**config.mk**
```make
export PLATFORM = sky130hd
export DESIGN_NAME = lsu_mem_port
export DESIGN_NICKNAME = d
export VERILOG_FILES = /design/src/rtl/lsu_mem_port.sv
export SDC_FILE = /design/constraint.sdc
export NUM_CORES = 1
export LEC_CHECK = 0
export BUFFER_PORTS_ARGS = -buffer_cell sky130_fd_sc_hd__buf_2
export CAP_MARGIN = 5
export CORE_MARGIN = 5
export CORE_UTILIZATION = 57
export DETAILED_ROUTE_END_ITERATION = 12
export GPL_TIMING_DRIVEN = 1
export PLACE_DENSITY = 0.83
export SLEW_MARGIN = 20
export SYNTH_ARGS = -nofsm -noshare
export SYNTH_HDL_FRONTEND = slang
export SYNTH_SLANG_ARGS = --single-unit
export TNS_END_PERCENT = 10
```
**constraint.sdc**
```tcl
create_clock -name clk_i -period 3.8 [get_ports clk_i]
set_input_delay 0.38 -clock clk_i [delete_from_list [all_inputs] [get_ports clk_i]]
set_output_delay 0.38 -clock clk_i [all_outputs]
set_load 0.1 [all_outputs]
```
**src/rtl/lsu_mem_port.sv**
```systemverilog
// Load/store port toward a word-organised data memory. Handles one request at
// a time, performs sub-word stores as read-modify-write and returns a tagged
// response (load data, store done or exception).
module lsu_mem_port #(
    parameter int unsigned ADDR_WIDTH = 32,
    parameter int unsigned DATA_WIDTH = 32,
    parameter int unsigned TAG_WIDTH  = 6,
    parameter int unsigned TIMEOUT    = 16
) (
    input  logic                  clk_i,
    input  logic                  rst_ni,
    input  logic                  req_valid_i,
    output logic                  req_ready_o,
    input  logic                  req_is_store_i,
    input  logic [2:0]            req_funct3_i,
    input  logic [ADDR_WIDTH-1:0] req_addr_i,
    input  logic [DATA_WIDTH-1:0] req_wdata_i,
    input  logic [TAG_WIDTH-1:0]  req_tag_i,
    input  logic                  flush_i,
    output logic [ADDR_WIDTH-1:0] mem_raddr_o,
    output logic [ADDR_WIDTH-1:0] mem_waddr_o,
    output logic [DATA_WIDTH-1:0] mem_wdata_o,
    output logic [2:0]            mem_funct3_o,
    output logic                  mem_read_en_o,
    output logic                  mem_write_en_o,
    input  logic [DATA_WIDTH-1:0] mem_rdata_i,
    input  logic                  mem_rdata_valid_i,
    output logic                  resp_valid_o,
    input  logic                  resp_ready_i,
    output logic [TAG_WIDTH-1:0]  resp_tag_o,
    output logic                  resp_is_store_o,
    output logic [DATA_WIDTH-1:0] resp_data_o,
    output logic                  resp_exc_o
);

    localparam int unsigned CntW = $clog2(TIMEOUT + 1);
    localparam logic [2:0]  F3Word = 3'b010;

    typedef enum logic [2:0] {StIdle, StRdReq, StRdWait, StWr, StResp} state_e;

    state_e                  state_q;
    logic [CntW-1:0]         cnt_q;
    logic [ADDR_WIDTH-1:0]   addr_q;
    logic [15:0]             wdata_q;   // only the low half is needed for merging
    logic                    half_q;    // sub-word store is SH (1) or SB (0)

    logic                    req_ready_q;
    logic [ADDR_WIDTH-1:0]   mem_raddr_q;
    logic [ADDR_WIDTH-1:0]   mem_waddr_q;
    logic [DATA_WIDTH-1:0]   mem_wdata_q;
    logic [2:0]              mem_funct3_q;
    logic                    mem_read_en_q;
    logic                    mem_write_en_q;
    logic                    resp_valid_q;
    logic [TAG_WIDTH-1:0]    resp_tag_q;
    logic                    resp_is_store_q;
    logic [DATA_WIDTH-1:0]   resp_data_q;
    logic                    resp_exc_q;

    logic                    req_illegal;
    logic                    req_misaligned;
    logic [DATA_WIDTH-1:0]   merged_word;

    // Classify the incoming request: illegal funct3 or misaligned address.
    always_comb begin
        req_illegal = 1'b0;
        if (req_is_store_i) begin
            req_illegal = (req_funct3_i > 3'd2);
        end else begin
            req_illegal = (req_funct3_i == 3'd3) || (req_funct3_i == 3'd6) ||
                          (req_funct3_i == 3'd7);
        end
        req_misaligned = ((req_funct3_i[1:0] == 2'b01) && req_addr_i[0]) ||
                         ((req_funct3_i[1:0] == 2'b10) && (req_addr_i[1:0] != 2'b00));
    end

    // Merge store data into the old word read back from memory.
    always_comb begin
        merged_word = mem_rdata_i;
        if (half_q) begin
            if (addr_q[1]) merged_word[31:16] = wdata_q;
            else           merged_word[15:0]  = wdata_q;
        end else begin
            case (addr_q[1:0])
                2'd0:    merged_word[7:0]   = wdata_q[7:0];
                2'd1:    merged_word[15:8]  = wdata_q[7:0];
                2'd2:    merged_word[23:16] = wdata_q[7:0];
                default: merged_word[31:24] = wdata_q[7:0];
            endcase
        end
    end

    // Access sequencer: state plus all registered outputs.
    always_ff @(posedge clk_i or negedge rst_ni) begin
        if (!rst_ni) begin
            state_q         <= StIdle;
            cnt_q           <= '0;
            addr_q          <= '0;
            wdata_q         <= '0;
            half_q          <= 1'b0;
            req_ready_q     <= 1'b1;
            mem_raddr_q     <= '0;
            mem_waddr_q     <= '0;
            mem_wdata_q     <= '0;
            mem_funct3_q    <= '0;
            mem_read_en_q   <= 1'b0;
            mem_write_en_q  <= 1'b0;
            resp_valid_q    <= 1'b0;
            resp_tag_q      <= '0;
            resp_is_store_q <= 1'b0;
            resp_data_q     <= '0;
            resp_exc_q      <= 1'b0;
        end else begin
            // Strobes are single-cycle pulses unless re-armed below.
            mem_read_en_q  <= 1'b0;
            mem_write_en_q <= 1'b0;
            unique case (state_q)
                StIdle: begin
                    // A flush coinciding with a request drops it.
                    if (req_valid_i && !flush_i) begin
                        addr_q          <= req_addr_i;
                        wdata_q         <= req_wdata_i[15:0];
                        half_q          <= req_funct3_i[0];
                        req_ready_q     <= 1'b0;
                        resp_tag_q      <= req_tag_i;
                        resp_is_store_q <= req_is_store_i;
                        resp_data_q     <= '0;
                        resp_exc_q      <= 1'b0;
                        if (req_illegal || req_misaligned) begin
                            state_q      <= StResp;
                            resp_valid_q <= 1'b1;
                            resp_exc_q   <= 1'b1;
                        end else if (!req_is_store_i) begin
                            state_q       <= StRdReq;
                            mem_read_en_q <= 1'b1;
                            mem_raddr_q   <= req_addr_i;
                            mem_funct3_q  <= req_funct3_i;
                        end else if (req_funct3_i == F3Word) begin
                            state_q        <= StWr;
                            mem_write_en_q <= 1'b1;
                            mem_waddr_q    <= {2'b00, req_addr_i[ADDR_WIDTH-1:2]};
                            mem_wdata_q    <= req_wdata_i;
                        end else begin
                            // Sub-word store: fetch the enclosing word first.
                            state_q       <= StRdReq;
                            mem_read_en_q <= 1'b1;
                            mem_raddr_q   <= {req_addr_i[ADDR_WIDTH-1:2], 2'b00};
                            mem_funct3_q  <= F3Word;
                        end
                    end
                end
                StRdReq: begin
                    if (flush_i) begin
                        state_q     <= StIdle;
                        req_ready_q <= 1'b1;
                    end else begin
                        state_q <= StRdWait;
                    end
                end
                StRdWait: begin
                    if (flush_i) begin
                        state_q     <= StIdle;
                        cnt_q       <= '0;
                        req_ready_q <= 1'b1;
                    end else if (mem_rdata_valid_i) begin
                        cnt_q <= '0;
                        if (resp_is_store_q) begin
                            state_q        <= StWr;
                            mem_write_en_q <= 1'b1;
                            mem_waddr_q    <= {2'b00, addr_q[ADDR_WIDTH-1:2]};
                            mem_wdata_q    <= merged_word;
                        end else begin
                            state_q      <= StResp;
                            resp_valid_q <= 1'b1;
                            resp_data_q  <= mem_rdata_i;
                        end
                    end else if (cnt_q == CntW'(TIMEOUT - 1)) begin
                        state_q      <= StResp;
                        cnt_q        <= '0;
                        resp_valid_q <= 1'b1;
                        resp_exc_q   <= 1'b1;
                        resp_data_q  <= '0;
                    end else begin
                        cnt_q <= cnt_q + CntW'(1);
                    end
                end
                StWr: begin
                    // The write strobe is already out; a flush only hides the response.
                    if (flush_i) begin
                        state_q     <= StIdle;
                        req_ready_q <= 1'b1;
                    end else begin
                        state_q      <= StResp;
                        resp_valid_q <= 1'b1;
                    end
                end
                StResp: begin
                    if (flush_i || resp_ready_i) begin
                        state_q      <= StIdle;
                        resp_valid_q <= 1'b0;
                        req_ready_q  <= 1'b1;
                    end
                end
                default: begin
                    state_q     <= StIdle;
                    req_ready_q <= 1'b1;
                end
            endcase
        end
    end

    assign req_ready_o     = req_ready_q;
    assign mem_raddr_o     = mem_raddr_q;
    assign mem_waddr_o     = mem_waddr_q;
    assign mem_wdata_o     = mem_wdata_q;
    assign mem_funct3_o    = mem_funct3_q;
    assign mem_read_en_o   = mem_read_en_q;
    assign mem_write_en_o  = mem_write_en_q;
    assign resp_valid_o    = resp_valid_q;
    assign resp_tag_o      = resp_tag_q;
    assign resp_is_store_o = resp_is_store_q;
    assign resp_data_o     = resp_data_q;
    assign resp_exc_o      = resp_exc_q;

endmodule
```
* Word-level counts from Yosys, hierarchy flattened *
Cells that the tools add are included.

word-level totals
  memories kept = 0
  input port bits = 112
  memory bits (writable) = 0
  ROM bits = 0
  register bits after elaboration = 200
  output and inout port bits = 143
  latch bits = 0

cells by class
  multiply operators = 0
  bitwise logic cells = 1
  mux-type cells = 80
  magnitude comparators = 1
  $add $sub $neg = 1
  equality and inequality tests = 30
  divide/modulo/power cells = 0
  shift-type cells = 0
  reductions and logical operators = 24

operator list
  cell                                                 count
  2-to-1 mux 32 bit                                    22
  one-hot mux 32 bit (2 select lines)                  3
  2-to-1 mux 16 bit                                    2
  2-to-1 mux 8 bit                                     4
  2-to-1 mux 3 bit                                     10
  2-to-1 mux 1 bit                                     28
  inequality test 2 bit, second input constant         13
  AND reduction 8 bit                                  2
  2-to-1 mux 5 bit                                     3
  one-hot mux 3 bit (5 select lines)                   1
  equality test 3 x 2 -> 1 bit, second input constant  4
  AND reduction 5 bit                                  2
  equality test 3 bit, second input constant           3
  2-to-1 mux 2 bit                                     3
  inequality test 3 bit, second input constant         2
  AND reduction 3 bit                                  2
  OR reduction 3 bit                                   2
  adder 5 x 1 -> 5 bit, second input constant          1
  equality test 5 x 4 -> 1 bit, second input constant  1
  logical OR 1 bit                                     5
  equality test 2 x 1 -> 1 bit, second input constant  2
  equality test 2 bit, second input constant           2
  inequality test 4 bit, second input constant         1
  one-hot mux 1 bit (2 select lines)                   2
  14 further kinds                                     17

* Logic depth before layout (Yosys ltp) *
  depth in word-level cells = 8
  gate-level depth with buffers = 9

* Worst setup path before layout *
No wires, ideal clock.

  path type = register to register
  start = register resp_is_store_q (netlist: resp_is_store_o)
  end = register resp_data_q[1] (netlist: resp_data_o[1])
  stages on the path, launching flop included = 7
  data arrival time = 1.907 ns
  setup slack = 1.810 ns
  library setup time = 0.083 ns
  data required time = 3.717 ns
  path through = dfrtp_1 -> nand2b_1 -> o311ai_1 -> nand2_1 -> clkbuf_1 -> nand2_1 -> o21ai_0

between the ends
  word-level cells in the longest chain between the ends = 2

ends and longest elaborated chain
  element                                 RTL line  source
  from (decl)                             56        logic resp_is_store_q;
  from (signal assigned)                  126       resp_is_store_q <= req_is_store_i;
  inequality test 3 bit (no source line)  n/a
  AND reduction 5 bit (no source line)    n/a
  to (signal assigned)                    175       resp_data_q <= mem_rdata_i;
  to (decl)                               57        logic [DATA_WIDTH-1:0] resp_data_q;

No other way between the ends.
A chain may end at the register's enable or synchronous reset.

* Worst setup path after layout *
  start = register state_q[0]
  end = register mem_waddr_q[2] (netlist: mem_waddr_o[2])

between the ends
  word-level cells in the longest chain between the ends = 3

ends and longest elaborated chain
  element                                                                       RTL line  source
  from (decl)                                                                   41        state_e state_q;
  from (signal assigned)                                                        96        state_q <= StIdle;
  from (signal assigned)                                                        130       state_q <= StResp;
  from (signal assigned)                                                        134       state_q <= StRdReq;
  equality test 3 x 2 -> 1 bit or logical NOT 3 bit (tied branches)             117       unique case (state_q)
  inequality test 2 bit (no source line) or nonzero test 2 bit (tied branches)  n/a
  AND reduction 8 bit (no source line)                                          n/a
  to (signal assigned)                                                          141       mem_waddr_q <= {2'b00, req_addr_i[ADDR_WIDTH-1:2]};
  to (signal assigned)                                                          170       mem_waddr_q <= {2'b00, addr_q[ADDR_WIDTH-1:2]};
  to (decl)                                                                     49        logic [ADDR_WIDTH-1:0] mem_waddr_q;

Parallel ways exist; a longest one is shown, timed or not.

==> results.py <==
metrics = {
    "run_status": {
        "status": "completed",
    },
    "grt": {
        "first_global_vias": 7454,
        "grt.total_usage_pct": 26.4,
        "grt_start_max_net_pins": 110,
        "grt_antenna_before_repair": 3,
        "grt_first_pass_wirelength_mm": 38.4,
        "overflow": 0,
    },
    "pwr": {
        "share_clk_of_total_power_pct": 16.6,
        "peakVddDrop_mv": 0.751,
        "power.switching_fraction_pct": 54.0,
        "power_switching_mw": 5.68,
        "areal_power_density_over_the_cells_mw_per_mm2": 965,
        "p_comb_share_pct": 50.8,
        "total_power_consumption_of_the_routed_design_mw": 10.5,
        "p_leak_nw": 5.87,
        "p_int_mw": 4.83,
        "seq_power_share_pct": 32.6,
    },
    "clocking": {
        "ctsHtreeMaxLevel": 4,
        "number_of_hold_buffers_added_after_cts": 0,
        "cts_tree": "done",
        "cts.repair.resized": 0,
        "cts_setup_buffers": 0,
        "numClockSinks": 198,
        "clk_latency_ns": 0.43,
        "clockBufferDepth": 2,
        "clkSlewWorstSetupHoldPaths_ns": 0.07,
        "cts-buffers-inserted": 17,
        "clockRootBuffer": "clkbuf_16",
    },
    "critical_path": {
        "worstRegToRegCells": 7,
        "critPathMaxStageDelay_ns": 0.69,
        "critical_path.top_delay_family": "buffers and inverters",
        "worst_setup_path_start_kind": "register",
        "start_to_end_type_of_the_worst_setup_path": "reg2reg",
        "path_buf_inv": 2,
        "crit_fanout": 91,
        "reg2reg_from": "state_q[0]",
        "cp_slowest_cell": "dfrtp_1",
        "critical_path_cell_list": "nor2b_1 -> nand4_1 -> o21a_1 -> buf_4 -> clkinv_4 -> nor2_1 -> a31oi_1",
        "setup.worst_path.end": "mem_waddr_o[2]",
        "critical_path.endpoint_type": "register",
        "critical_path_cell_count": 7,
        "crit-reg2reg-capture": "mem_waddr_o[2]",
        "critical_path_required_ns": 4.06,
        "arrival_ns": 2.84,
        "r2r_slack_ns": 1.22,
        "worst_setup_path_startpoint": "state_q[0]",
    },
    "routing": {
        "dr.first_iter.drc_count": 554,
        "wirelength_mm": 24.2,
        "post_drt_via_cell_ratio": 5.52,
        "final_antenna_net_count": 0,
        "drtPass1Iterations": 6,
        "avgRoutedWirePerCell_microns": 17.5,
        "drc": 0,
        "route.vias.total": 7608,
    },
    "placement": {
        "gp_congestion": 0.844,
        "port_buffers": 252,
        "placed_wire_length_estimate_after_detailed_placement_mm": 16.5,
        "placedInstanceArea_sq_mm": 0.0103,
    },
    "synthesis": {
        "yosys.cell_types.count": 49,
        "postSynthCellCount": 933,
        "yosys_register_bits": 198,
        "synthesis.area_sq_mm": 0.00904,
        "synth-edff-count": 0,
        "synth-async-reset-ratio_pct": 100,
        "syn-mean-instance-area_sq_um": 9.69,
        "synth_flop_cell": "dfrtp_1",
        "fraction_of_the_yosys_area_taken_by_sequential_cells_pct": 54.8,
        "synthesis.yosys.warnings": 0,
    },
    "cells_and_area": {
        "area.growth.synth_to_final_pct": 20.4,
        "drive_above_1_share_pct": 30.6,
        "finalCoreUtilization_pct": 69.3,
        "layout_common_cells": "309 x nand2_1, 251 x buf_2, 197 x dfrtp_1, 67 x nor2_1, 54 x o21ai_0",
        "final_cell_area_sq_mm": 0.0109,
        "final_common_cell": "nand2_1",
        "final_net_count": 1262,
    },
    "floorplan": {
        "dieHeight_microns": 136,
        "starting_density_pct": 57.6,
        "row_count": 46,
        "floorplan.die_area_sq_mm": 0.0185,
        "pin_count": 255,
        "dieWidth_microns": 136,
        "coreArea_sq_mm": 0.0157,
    },
    "flow_run": {
        "drv.max_cap_violation_count": 0,
    },
    "worst_hold_path": {
        "hp-class": "in2async",
    },
    "sta": {
        "max_freq_ghz": 0.388,
        "finalCritPeriodShare_pct": 67.8,
        "finalMaxSlewViolations": 0,
        "unrepaired_setup_endpoints_after_global_routing": "no",
        "setup_viol_count_final": 0,
        "finalWorstPathRequiredPeriod_ns": 2.58,
        "transition_time_at_the_pin_with_the_least_slew_margin_ns": 1.15,
        "finalHoldViolCount": 0,
        "skew_ns": 0.00838,
        "fin_hold_ws_ns": 0.0809,
        "slew-limit-headroom_pct": 23.4,
        "finalSetupTns_ns": 0,
    },
}
-- power groups by stage --
stage | Clock, mW | Sequential (mW) | Combinational [mW]
global placement | 0 | 3.42 | 5.27
floorplan | 0 | 6.44 | 1.32
finish | 1.74 | 3.43 | 5.33
global route | 1.86 | 3.51 | 5.58
detailed placement | 0 | 3.44 | 5.35
CTS | 1.77 | 3.42 | 5.36
-- registers in the layout (all words and copies together), names as in the netlist --
| register | flops |
|---|---|
| resp_is_store_o | 1 |
| mem_raddr_o | 32 |
| resp_valid_o | 1 |
| resp_exc_o | 1 |
| mem_read_en_o | 1 |
| mem_waddr_o | 30 |
| resp_tag_o | 6 |
| mem_funct3_o | 3 |
| state_q | 3 |
| cnt_q | 5 |
| mem_wdata_o | 32 |
| req_ready_o | 1 |
| addr_q | 32 |
| resp_data_o | 32 |
| half_q | 1 |
| wdata_q | 16 |
| mem_write_en_o | 1 |
-- how the worst min path moves through the flow --
stage                                 end  cells after the start  slack (ns)      startpoint
after detailed placement    resp_tag_o[2]                      2        0.46   resp_tag_o[2]
after floorplan                 addr_q[0]                      0        0.08          rst_ni
after global routing        resp_tag_o[0]                      3        0.14    req_tag_i[0]
final                     resp_data_o[13]                      1        0.08          rst_ni
after CTS                 resp_data_o[13]                      1        0.12          rst_ni
after global placement     mem_wdata_o[0]                      1        0.46  mem_wdata_o[0]
-- through the flow --
| stage | cells | worst slack, ns |
|---|---|---|
| floorplan | 934 | 1.81 |
| global placement | 1346 | 1.35 |
| detailed placement | 1346 | 1.31 |
| CTS | 1378 | 1.27 |
| global route | 1379 | 1.05 |
| finish | 1379 | 1.22 |
-- synthesized netlist by cell type (2+ instances only) --
library cell | instances | share of area, %
nand2_1 | 310 | 13
dfrtp_1 | 197 | 55
nor2_1 | 67 | 2.8
o21ai_0 | 54 | 3.0
a31oi_1 | 47 | 3.3
mux2i_1 | 32 | 3.5
clkbuf_1 | 29 | 1.2
mux2_2 | 27 | 3.4
a21oi_1 | 24 | 1.3
mux2_4 | 23 | 3.8
buf_2 | 18 | 1.0
a211oi_1 | 16 | 1.3
a21o_1 | 16 | 1.3
buf_6 | 10 | 1.2
buf_4 | 7 | 0.58
a22o_1 | 4 | 0.39
inv_1 | 4 | 0.17
nand3_1 | 4 | 0.22
nor2b_1 | 4 | 0.28
o21ai_1 | 4 | 0.22
nand2b_1 | 3 | 0.21
nor3_1 | 3 | 0.17
nand3b_1 | 2 | 0.17
nand4_1 | 2 | 0.14
nor4_1 | 2 | 0.14
-- layout make-up --
cell class	count	area (sq um)
fillers	1218	4820
clock buffers	20	447
diodes	1	2.50
clock inverters	12	118
well taps	216	270
flip-flops and latches	198	4960
repair buffers	261	1350
multi-input cells	666	3720
inverters	5	23.8
-- routing by layer --
metal  routed length (microns)  global-route usage [%]
met2                     11600                    43.0
met4                       647                    9.35
met3                      2000                    6.62
met5                        25                       0
met1                      9870                    34.5
-- logic make-up (layout without fill, tap and decap cells) --
logic type,Yosys count,count (layout),share of synthesized area [%]
AND/OR/NAND/NOR,407,407,18.1
flip-flops,198,198,54.8
AO/OA/AOI/OAI,173,173,11.8
multiplexers,82,82,10.7
buffers and inverters,70,298,4.33
adder cells (fa/ha/maj),1,1,0.138
other,1,3,0.0415
XOR/XNOR,1,1,0.0969
-- worst register-to-register path: stages, from the launching register on --
cell,delay (ns)
dfrtp_1,0.69
nor2b_1,0.10
nand4_1,0.14
o21a_1,0.13
buf_4,0.33
clkinv_4,0.54
nor2_1,0.40
a31oi_1,0.09
Note: power is estimated with default switching activity, not from simulation.
